===== src/rtl/lsu_pkg.sv =====
// Shared definitions for the load/store unit: bus widths, memory op codes,
// FSM state encodings and small op-classification helpers.
package lsu_pkg;

  localparam int              REG_BUS      = 32;
  localparam int              REG_ADDR_BUS = 5;
  localparam logic            RESETABLE    = 1'b0;
  localparam logic [4:0]      NOP_REG_ADDR = 5'b00000;
  localparam logic [31:0]     ZERO_WORD    = 32'h0000_0000;

  typedef enum logic [3:0] {
    MEM_NONE = 4'd0,
    MEM_LB   = 4'd1,
    MEM_LBU  = 4'd2,
    MEM_LH   = 4'd3,
    MEM_LHU  = 4'd4,
    MEM_LW   = 4'd5,
    MEM_SB   = 4'd6,
    MEM_SH   = 4'd7,
    MEM_SW   = 4'd8
  } mem_op_e;

  typedef enum logic [1:0] {
    LSU_IDLE = 2'd0,
    LSU_BUSY = 2'd1,
    LSU_DONE = 2'd2
  } lsu_state_e;

  function automatic logic is_load(input mem_op_e op);
    return (op == MEM_LB) || (op == MEM_LBU) || (op == MEM_LH) ||
           (op == MEM_LHU) || (op == MEM_LW);
  endfunction

  function automatic logic is_store(input mem_op_e op);
    return (op == MEM_SB) || (op == MEM_SH) || (op == MEM_SW);
  endfunction

endpackage


===== src/rtl/lsu_if.sv =====
// Data-memory bus between the load/store unit (master) and memory (slave).
interface lsu_if;
  import lsu_pkg::*;

  logic               dm_req;
  logic               dm_we;
  logic [REG_BUS-1:0] dm_addr;
  logic [3:0]         dm_be;
  logic [REG_BUS-1:0] dm_wdata;
  logic               dm_ack;
  logic [REG_BUS-1:0] dm_rdata;

  modport master (
    output dm_req, dm_we, dm_addr, dm_be, dm_wdata,
    input  dm_ack, dm_rdata
  );

  modport slave (
    input  dm_req, dm_we, dm_addr, dm_be, dm_wdata,
    output dm_ack, dm_rdata
  );
endinterface


===== src/rtl/lsu_align.sv =====
// Combinational lane logic: big-endian byte enables, store replication,
// misalignment flags and load extraction with sign/zero extension.
module lsu_align
  import lsu_pkg::*;
(
  input  mem_op_e            op,
  input  logic [1:0]         addr_lo,
  input  logic [REG_BUS-1:0] store_data,
  input  logic [REG_BUS-1:0] rdata,
  output logic [3:0]         be,
  output logic [REG_BUS-1:0] store_wdata,
  output logic               adel,
  output logic               ades,
  output logic [REG_BUS-1:0] load_data
);

  logic [7:0]  byte_s;
  logic [15:0] half_s;

  // Byte enables, replicated store data and misalignment per op size
  always_comb begin
    be          = 4'b0000;
    store_wdata = ZERO_WORD;
    adel        = 1'b0;
    ades        = 1'b0;
    case (op)
      MEM_LB, MEM_LBU: be = 4'b1000 >> addr_lo;
      MEM_SB: begin
        be          = 4'b1000 >> addr_lo;
        store_wdata = {4{store_data[7:0]}};
      end
      MEM_LH, MEM_LHU: begin
        be   = 4'b1100 >> addr_lo;
        adel = addr_lo[0];
      end
      MEM_SH: begin
        be          = 4'b1100 >> addr_lo;
        store_wdata = {2{store_data[15:0]}};
        ades        = addr_lo[0];
      end
      MEM_LW: begin
        be   = 4'b1111;
        adel = |addr_lo;
      end
      MEM_SW: begin
        be          = 4'b1111;
        store_wdata = store_data;
        ades        = |addr_lo;
      end
      default: be = 4'b0000;
    endcase
  end

  // Offset 0 is the most significant byte of the word
  always_comb begin
    byte_s = rdata[31:24];
    case (addr_lo)
      2'd0:    byte_s = rdata[31:24];
      2'd1:    byte_s = rdata[23:16];
      2'd2:    byte_s = rdata[15:8];
      2'd3:    byte_s = rdata[7:0];
      default: byte_s = rdata[31:24];
    endcase
    half_s = addr_lo[1] ? rdata[15:0] : rdata[31:16];
  end

  // Extend the selected lane to a full register word
  always_comb begin
    load_data = ZERO_WORD;
    case (op)
      MEM_LB:  load_data = {{24{byte_s[7]}}, byte_s};
      MEM_LBU: load_data = {24'h000000, byte_s};
      MEM_LH:  load_data = {{16{half_s[15]}}, half_s};
      MEM_LHU: load_data = {16'h0000, half_s};
      MEM_LW:  load_data = rdata;
      default: load_data = ZERO_WORD;
    endcase
  end

endmodule


===== src/rtl/lsu.sv =====
// Load/store unit: launches one bus transaction per memory op, stalls the
// pipeline until ack, and hands the aligned result to the mem stage.
module lsu
  import lsu_pkg::*;
(
  input  logic                    clk,
  input  logic                    rst,
  input  logic [3:0]              op_i,
  input  logic [REG_BUS-1:0]      mem_addr_i,
  input  logic [REG_BUS-1:0]      store_data_i,
  input  logic [REG_ADDR_BUS-1:0] wd_i,
  input  logic                    wreg_i,
  input  logic [REG_BUS-1:0]      wdata_i,
  output logic [REG_ADDR_BUS-1:0] wd_o,
  output logic                    wreg_o,
  output logic [REG_BUS-1:0]      wdata_o,
  output logic                    stallreq_o,
  lsu_if.master                   dm,
  output logic                    adel_o,
  output logic                    ades_o
);

  mem_op_e            op_s;
  lsu_state_e         state_r, next_state_s;
  logic               in_reset_s, is_mem_s, launch_s;
  logic               dm_req_r, dm_we_r;
  logic [REG_BUS-1:0] dm_addr_r, dm_wdata_r, rdata_r;
  logic [3:0]         dm_be_r;
  logic [3:0]         be_s;
  logic [REG_BUS-1:0] store_wdata_s, load_data_s;
  logic               adel_s, ades_s;

  assign op_s       = mem_op_e'(op_i);
  assign in_reset_s = (rst == RESETABLE);
  assign is_mem_s   = is_load(op_s) || is_store(op_s);
  assign launch_s   = (state_r == LSU_IDLE) && is_mem_s && !adel_s && !ades_s;

  lsu_align u_align (
    .op          (op_s),
    .addr_lo     (mem_addr_i[1:0]),
    .store_data  (store_data_i),
    .rdata       (rdata_r),
    .be          (be_s),
    .store_wdata (store_wdata_s),
    .adel        (adel_s),
    .ades        (ades_s),
    .load_data   (load_data_s)
  );

  // State register, bus request registers and read-data capture
  always_ff @(posedge clk) begin
    if (in_reset_s) begin
      state_r    <= LSU_IDLE;
      dm_req_r   <= 1'b0;
      dm_we_r    <= 1'b0;
      dm_addr_r  <= ZERO_WORD;
      dm_be_r    <= 4'b0000;
      dm_wdata_r <= ZERO_WORD;
      rdata_r    <= ZERO_WORD;
    end else begin
      state_r <= next_state_s;
      case (state_r)
        LSU_IDLE: begin
          if (launch_s) begin
            dm_req_r   <= 1'b1;
            dm_we_r    <= is_store(op_s);
            dm_addr_r  <= {mem_addr_i[REG_BUS-1:2], 2'b00};
            dm_be_r    <= be_s;
            dm_wdata_r <= store_wdata_s;
          end
        end
        LSU_BUSY: begin
          if (dm.dm_ack) begin
            dm_req_r <= 1'b0;
            rdata_r  <= dm.dm_rdata;
          end
        end
        default: dm_req_r <= 1'b0;
      endcase
    end
  end

  // Next state plus stall, writeback and exception outputs
  always_comb begin
    next_state_s = state_r;
    wd_o         = NOP_REG_ADDR;
    wreg_o       = 1'b0;
    wdata_o      = ZERO_WORD;
    stallreq_o   = 1'b0;
    adel_o       = 1'b0;
    ades_o       = 1'b0;
    if (in_reset_s) begin
      next_state_s = LSU_IDLE;
    end else begin
      case (state_r)
        LSU_IDLE: begin
          if (is_mem_s) begin
            wd_o = wd_i;
            if (launch_s) begin
              stallreq_o   = 1'b1;
              next_state_s = LSU_BUSY;
            end else begin
              adel_o = adel_s;
              ades_o = ades_s;
            end
          end else begin
            wd_o    = wd_i;
            wreg_o  = wreg_i;
            wdata_o = wdata_i;
          end
        end
        LSU_BUSY: begin
          wd_o         = wd_i;
          stallreq_o   = 1'b1;
          next_state_s = dm.dm_ack ? LSU_DONE : LSU_BUSY;
        end
        LSU_DONE: begin
          // Inputs still hold the finished op here; it must not relaunch
          wd_o         = wd_i;
          next_state_s = LSU_IDLE;
          if (is_load(op_s)) begin
            wreg_o  = wreg_i;
            wdata_o = load_data_s;
          end else begin
            wreg_o  = 1'b0;
          end
        end
        default: next_state_s = LSU_IDLE;
      endcase
    end
  end

  assign dm.dm_req   = in_reset_s ? 1'b0      : dm_req_r;
  assign dm.dm_we    = in_reset_s ? 1'b0      : dm_we_r;
  assign dm.dm_addr  = in_reset_s ? ZERO_WORD : dm_addr_r;
  assign dm.dm_be    = in_reset_s ? 4'b0000   : dm_be_r;
  assign dm.dm_wdata = in_reset_s ? ZERO_WORD : dm_wdata_r;

endmodule

===== src/flat_wrapper.sv =====
// flat-port wrapper written by rule: the top's interface ports become plain ports
module lsu_flat import lsu_pkg::*;
  (clk, rst, op_i, mem_addr_i, store_data_i, wd_i, wreg_i, wdata_i, wd_o, wreg_o, wdata_o, stallreq_o, adel_o, ades_o, dm_dm_req, dm_dm_we, dm_dm_addr, dm_dm_be, dm_dm_wdata, dm_dm_ack, dm_dm_rdata);
  lsu_if dm_i ();
  input  logic clk;
  input  logic rst;
  input  logic [3:0] op_i;
  input  logic [REG_BUS-1:0] mem_addr_i;
  input  logic [REG_BUS-1:0] store_data_i;
  input  logic [REG_ADDR_BUS-1:0] wd_i;
  input  logic wreg_i;
  input  logic [REG_BUS-1:0] wdata_i;
  output logic [REG_ADDR_BUS-1:0] wd_o;
  output logic wreg_o;
  output logic [REG_BUS-1:0] wdata_o;
  output logic stallreq_o;
  output logic adel_o;
  output logic ades_o;
  output wire logic [$bits(dm_i.dm_req)-1:0] dm_dm_req;
  output wire logic [$bits(dm_i.dm_we)-1:0] dm_dm_we;
  output wire logic [$bits(dm_i.dm_addr)-1:0] dm_dm_addr;
  output wire logic [$bits(dm_i.dm_be)-1:0] dm_dm_be;
  output wire logic [$bits(dm_i.dm_wdata)-1:0] dm_dm_wdata;
  input wire logic [$bits(dm_i.dm_ack)-1:0] dm_dm_ack;
  input wire logic [$bits(dm_i.dm_rdata)-1:0] dm_dm_rdata;
  assign dm_dm_req = dm_i.dm_req;
  assign dm_dm_we = dm_i.dm_we;
  assign dm_dm_addr = dm_i.dm_addr;
  assign dm_dm_be = dm_i.dm_be;
  assign dm_dm_wdata = dm_i.dm_wdata;
  assign dm_i.dm_ack = dm_dm_ack;
  assign dm_i.dm_rdata = dm_dm_rdata;
  lsu u_core (.clk(clk), .rst(rst), .op_i(op_i), .mem_addr_i(mem_addr_i), .store_data_i(store_data_i), .wd_i(wd_i), .wreg_i(wreg_i), .wdata_i(wdata_i), .wd_o(wd_o), .wreg_o(wreg_o), .wdata_o(wdata_o), .stallreq_o(stallreq_o), .dm(dm_i), .adel_o(adel_o), .ades_o(ades_o));
endmodule

===== config.mk =====
export PLATFORM = sky130hd
export DESIGN_NAME = lsu_flat
export DESIGN_NICKNAME = d
export VERILOG_FILES = /design/src/rtl/lsu_pkg.sv /design/src/rtl/lsu_if.sv /design/src/rtl/lsu_align.sv /design/src/rtl/lsu.sv /design/src/flat_wrapper.sv
export SDC_FILE = /design/constraint.sdc
export NUM_CORES = 1
export LEC_CHECK = 0
export BUFFER_PORTS_ARGS = -buffer_cell sky130_fd_sc_hd__clkbuf_2
export CORE_MARGIN = 2
export CORE_UTILIZATION = 49
export DETAILED_ROUTE_END_ITERATION = 10
export GPL_TIMING_DRIVEN = 0
export PLACE_DENSITY = 0.82
export REMOVE_ABC_BUFFERS = 1
export SYNTH_ARGS = -nofsm -noshare
export SYNTH_HDL_FRONTEND = slang
export SYNTH_SLANG_ARGS = --single-unit

===== constraint.sdc =====
create_clock -name clk -period 2.1 [get_ports clk]
set_input_delay 0.315 -clock clk [delete_from_list [all_inputs] [get_ports clk]]
set_output_delay 0.315 -clock clk [all_outputs]
set_load 0.03 [all_outputs]

# Word level (Yosys, flattened, before mapping)
# Index checks and enable logic that the tools add are counted.
# op_classes
add_sub_neg	0
mul	0
div_mod_pow	0
n_lt_le_gt_ge	0
eq_ne	16
shift	2
mux	41
bitwise_logic	0
reduce_logical	24
# ops
op	n
two-way mux 32 bit	5
one-hot mux 32 bit (5 select lines)	1
one-hot mux 32 bit (3 select lines)	1
one-hot mux 32 bit (2 select lines)	1
one-hot mux 8 bit (4 select lines)	1
two-way mux 1 bit	18
equality test 4 x 3 -> 1 bit, second input constant	4
two-way mux 16 bit	1
one-hot mux 4 bit (3 select lines)	1
two-way mux 5 bit	2
one-hot mux 1 bit (2 select lines)	5
OR reduction 3 bit	3
equality test 4 x 2 -> 1 bit, second input constant	2
AND reduction 2 bit	4
right shift 4 x 2 -> 4 bit, first input constant	2
logical OR 1 bit	7
equality test 2 bit, second input constant	3
two-way mux 2 bit	3
OR reduction 2 bit	3
equality test 2 x 1 -> 1 bit, second input constant	2
equality test 4 x 1 -> 1 bit, second input constant	1
equality test 4 bit, second input constant	1
zero test 2 bit	2
two-way mux 4 bit	1
other kinds (5)	9
# totals
register_bits	102
latch_bits	0
ramBits	0
rom_bits	0
in_bits	141
out_inout_bits	111
word_cells	90
mem_count	0

# Logic depth before layout (Yosys ltp)
# logic_depth
word_depth	13
ltp_mapped	8
mapped_depth_nobuf	4

# Modules after synthesis
# A second synthesis with hierarchy kept.
# unflattened
cells_unflattened	868
area_unflattened_um2	6428.7
# modules_own_cells
mod	n_inst	cells_each	area_each_um2	seq_area_each_um2
lsu	1	663	5102.4	2042.0
lsu_align	1	205	1326.3	0.0

# Worst setup path after synthesis
# No wires, ideal clock.
# synth_path
kind	input-to-output
startpoint	in op_i[2]
endpoint	out wdata_o[0]
arrival_time_ns	1.887
required_ns	1.785
setup_slack_ns	-0.102
stages	5
path_cell_list	buf_4 -> buf_2 -> or3b_1 -> a211o_1 -> o221ai_1
# synth_between
elab_chain_len	9
# synth_rtl
item	line_no	text
start, declared	flat_wrapper.sv:7	input logic [3:0] op_i;
equality test 4 x 1 -> 1 bit or equality test 4 x 2 -> 1 bit (tied branches)	lsu_pkg.sv:30, lsu_align.sv:70	
logical OR 1 bit (3 in a row)	lsu_pkg.sv:30	return (op == MEM_LB) || (op == MEM_LBU) || (op == MEM_LH) ||
logical OR 1 bit	lsu_pkg.sv:31	(op == MEM_LHU) || (op == MEM_LW);
logical OR 1 bit	lsu.sv:35	assign is_mem_s = is_load(op_s) || is_store(op_s);
two-way mux 32 bit	lsu.sv:97	if (is_mem_s) begin
one-hot mux 32 bit (2 select lines) *	lsu.sv:95	case (state_r)
two-way mux 32 bit *	lsu.sv:92	if (in_reset_s) begin
end, declared	flat_wrapper.sv:15	output logic [REG_BUS-1:0] wdata_o;
# Mark *: on every way between the ends. The rest lies on a longest branch, timed or not.

# Worst setup path in the final report
# layout_path
startpoint	reg u_core.state_r[0]
endpoint	out wdata_o[27]
# layout_between
elab_chain_len	3
# layout_rtl
item	line_no	text
start, declared	lsu.sv:24	lsu_state_e state_r, next_state_s;
start signal, assigned	lsu.sv:61	state_r <= next_state_s;
equality test 2 bit or zero test 2 bit (tied branches)	lsu.sv:95	
one-hot mux 32 bit (2 select lines) *	lsu.sv:95	
two-way mux 32 bit *	lsu.sv:92	
# Marked as above.

==> results.toml <==
[outcome]
run_status = "complete, but fails checks"
violated_checks = "setup timing"

[detailed_routing]
detail-route-antenna-nets = 0
dr.pass1.iters = 6
wire_per_inst_um = 18.4
drt_first_iter_violations = 702
vias = 6391
vias_per_cell = 5.73
remaining_drcs = 0
drt_wl_total_mm = 20.5

[placement]
routabilityCongestion = 0.869
place_ws_ns = -1.44
place.port_buffers = 249
post-place-cells = 1060
hpwlAfterDp_mm = 11.7

[clock_tree]
path_clk_slew_ns = 0.07
tritoncts.num_buffers = 9
clk_root_buffer_cell = "clkbuf_16"
clock_buffer_depth = 2
cts_tree = "done"
cts.sinks = 102
post_cts_hold_buffer_count = 0
cts-htree-levels = 3
clkLatencyLatePin_ns = 0.35

[timing]
timing.final.ws_setup_ns = -0.550
setup_viol = 33
max_slew.worst_pin.slew_ns = 0.713
timing.final.max_slew_violations = 0
max_slew_margin = 0.524
unrepaired_setup_endpoints_after_global_routing = "yes"
final-hold-violation-count = 0
clk_skew_ns = 0.00917
timing.fmax_mhz = 377
fin_crit_sh = 1.26
timing.final.crit_period_ns = 2.65

[worst_setup_path]
worst-setup-path-type = "reg -> out"
critPathRequiredTime_ns = 1.78
cpLargestDelayFamily = "simple AND/OR/NAND/NOR gates"
cp_data_arrival_time_ns = 2.33
critical_path_source_type = "flip-flop"
critical_path_peak_fanout = 8
worst_stage_delay_on_the_critical_path_ns = 0.38
critical_path.cell_chain = "nor3b_4, nand4b_1, buf_4, nor3_4, clkbuf_16, a221o_1, clkbuf_8"
cp.buffers_inverters = 3
crit_path_end_kind = "primary output"
crit_path_top_delay_cell = "dfxtp_4"

[global_route]
first_global_vias = 5991
largest_net_degree_at_the_start_of_global_routing = 60
grt_use_total = 0.295
grt_first_pass_wirelength_mm = 30.4
grt_overflow = 0
antenna_violations_before_repair = 0

[logic_synthesis]
yosysWarnings = 0
postSynthCellCount = 725
syn-cell-area_sq_um = 5940
postSynthRegisterBits = 102
synth_cell_type_count = 63
synth_async_sr_flop_share = 0
synthFlopType = "dfxtp_1"
post_synth.cell_area_avg_sq_um = 8.19
edff_count_synth = 0
synth.yosys.seq_area_share = 0.344

[power]
p_sw_w = 0.00149
power.switching_fraction = 0.307
combinationalPowerShare = 0.252
sequentialPowerShare = 0.427
clock_power_share = 0.321
power_leakage_nw = 4.21
power.density_nw_per_um2 = 572
p_int_w = 0.00337
ir_worst_vdd_v = 0.000565

[finish]
fillers = 903
finish.net_count = 1105
fraction_of_layout_cells_with_a_size_suffix_above_1 = 0.408
leading_cell_types_in_the_layout_fill_and_taps_excluded = "clkbuf_2, nand2_1, dfxtp_1, inv_1, mux2i_1"
flow.area_growth_from_synthesis_pct = 43.0
antenna_diode_instance_count = 0
most_frequent_standard_cell_in_the_layout_excluding_fill_and_tap_cells = "clkbuf_2"
finish.cell_count_without_fillers = 1116

[job]
timing.max_cap.violations = 0

[floorplanning]
die-width_um = 114
io_pins = 252
die_height_um = 114
rows = 40
start_util = 0.499
floorplan.die_area_sq_um = 13000
fp.coreArea_sq_um = 11900

[worst_hold_path]
min-delay-path-class = "in -> reg"
## layer usage
metal	track usage	vias to the layer above	share of wire	wire, um
met2	0.483	385	0.48	9870
met5	0	-	0	0
met1	0.360	2925	0.38	7780
li1	-	2979	-	-
met3	0.0561	102	0.081	1650
met4	0.182	0	0.057	1170
## timing repair
| item | CTS | global route |
|---|---|---|
| cloned | 9 | 1 |
| resized for setup | 124 | 32 |
| setup buffers | 28 | 5 |
| endpoints found under the setup margin | 108 | 37 |
| pin swaps | 20 | 14 |
## kinds of logic (layout without fill, tap and decap cells)
logic type / after synthesis / count (layout) / synth area share
muxes: 47 / 47 / 0.0813
xor gates and xnor gates: 1 / 1 / 0.00148
other: 1 / 2 / 0.000632
buffers and inverters: 143 / 385 / 0.111
and+or+nand+nor: 234 / 234 / 0.177
adders and majority gates: 1 / 1 / 0.00169
AOI/OAI and AO/OA: 196 / 197 / 0.283
DFF: 102 / 102 / 0.344
## final timing paths
kind,cells after the start,startpoint,endpoint,slack [ns]
max,7,u_core.state_r[0]$_SDFFE_PN0P_,wdata_o[27],-0.55
min,3,dm_dm_rdata[23],u_core.rdata_r[23]$_SDFFE_PN0P_,0.18
max reg2reg,5,u_core.state_r[1]$_SDFFE_PN0P_,u_core.dm_wdata_r[3]$_SDFFE_PN0P_,0.09
min reg2reg,2,u_core.dm_req_r$_SDFFE_PN0P_,u_core.dm_req_r$_SDFFE_PN0P_,0.46
## synth_stat cells (3+ instances only)
| master | number | area, sq um |
|---|---|---|
| inv_1 | 77 | 289 |
| nor2_1 | 5 | 18.8 |
| and2_1 | 8 | 50.1 |
| a32oi_1 | 9 | 78.8 |
| o221ai_1 | 6 | 52.6 |
| clkbuf_1 | 27 | 101 |
| o21ai_0 | 11 | 55.1 |
| or2_2 | 3 | 18.8 |
| buf_1 | 5 | 18.8 |
| mux2i_1 | 46 | 460 |
| o22ai_1 | 16 | 100 |
| dfxtp_1 | 102 | 2040 |
| a2bb2oi_1 | 15 | 131 |
| buf_4 | 12 | 90.1 |
| nand3b_1 | 3 | 22.5 |
| buf_6 | 8 | 90.1 |
| nand2_1 | 183 | 687 |
| nor2b_1 | 9 | 56.3 |
| a21boi_0 | 34 | 255 |
| buf_2 | 14 | 70.1 |
| o22ai_2 | 29 | 363 |
| a22oi_1 | 26 | 195 |
| nand2b_1 | 3 | 18.8 |
| a221o_1 | 16 | 160 |
| a21oi_1 | 12 | 60.1 |
## worst min-delay path, cell delays in order
cell and delay (ns):
clkbuf_2 0.08, nand2_1 0.04, a21boi_0 0.06
## flip-flops by register name (all words and copies together), names as in the netlist
| signal | cells |
|---|---|
| u_core.dm_wdata_r | 32 |
| u_core.rdata_r | 32 |
| u_core.dm_addr_r | 30 |
| u_core.dm_be_r | 4 |
| u_core.state_r | 2 |
| u_core.dm_req_r | 1 |
| u_core.dm_we_r | 1 |
## metrics by stage
stage          area, sq um  hold slack, ns   util  total power, W  TNS (ns)
6_report              8490           0.185  0.713         0.00486    -11.78
3_5_place_dp          7120           0.457  0.598         0.00309    -99.49
4_1_cts               8370           0.173  0.702         0.00482     -6.59
2_1_floorplan         5570           0.437      -         0.00268   -136.32
3_3_place_gp          7000           0.449  0.588         0.00306   -433.75
5_1_grt               8490           0.183  0.713         0.00504    -13.01
## power by group through the flow
stage / clock [W] / sequential [W] / combinational, W
after floorplan: 0 / 0.00210 / 0.000586
after global placement: 0 / 0.00211 / 0.000947
after detailed placement: 0 / 0.00211 / 0.000971
after CTS: 0.00157 / 0.00207 / 0.00118
after global routing: 0.00166 / 0.00208 / 0.00130
final: 0.00156 / 0.00207 / 0.00123
## area by class of cell
| type | instances | area (sq um) | area share |
|---|---|---|---|
| Multi-Input combinational cell | 482 | 3510 | 0.413 |
| Timing Repair Buffer | 292 | 2190 | 0.258 |
| Sequential cell | 102 | 2060 | 0.242 |
| Inverter | 77 | 289 | 0.0340 |
| Clock buffer | 11 | 233 | 0.0274 |
| Tap cell | 147 | 184 | 0.0217 |
| Clock inverter | 5 | 32.5 | 0.00383 |
Note: power is estimated with default switching activity, not from simulation.
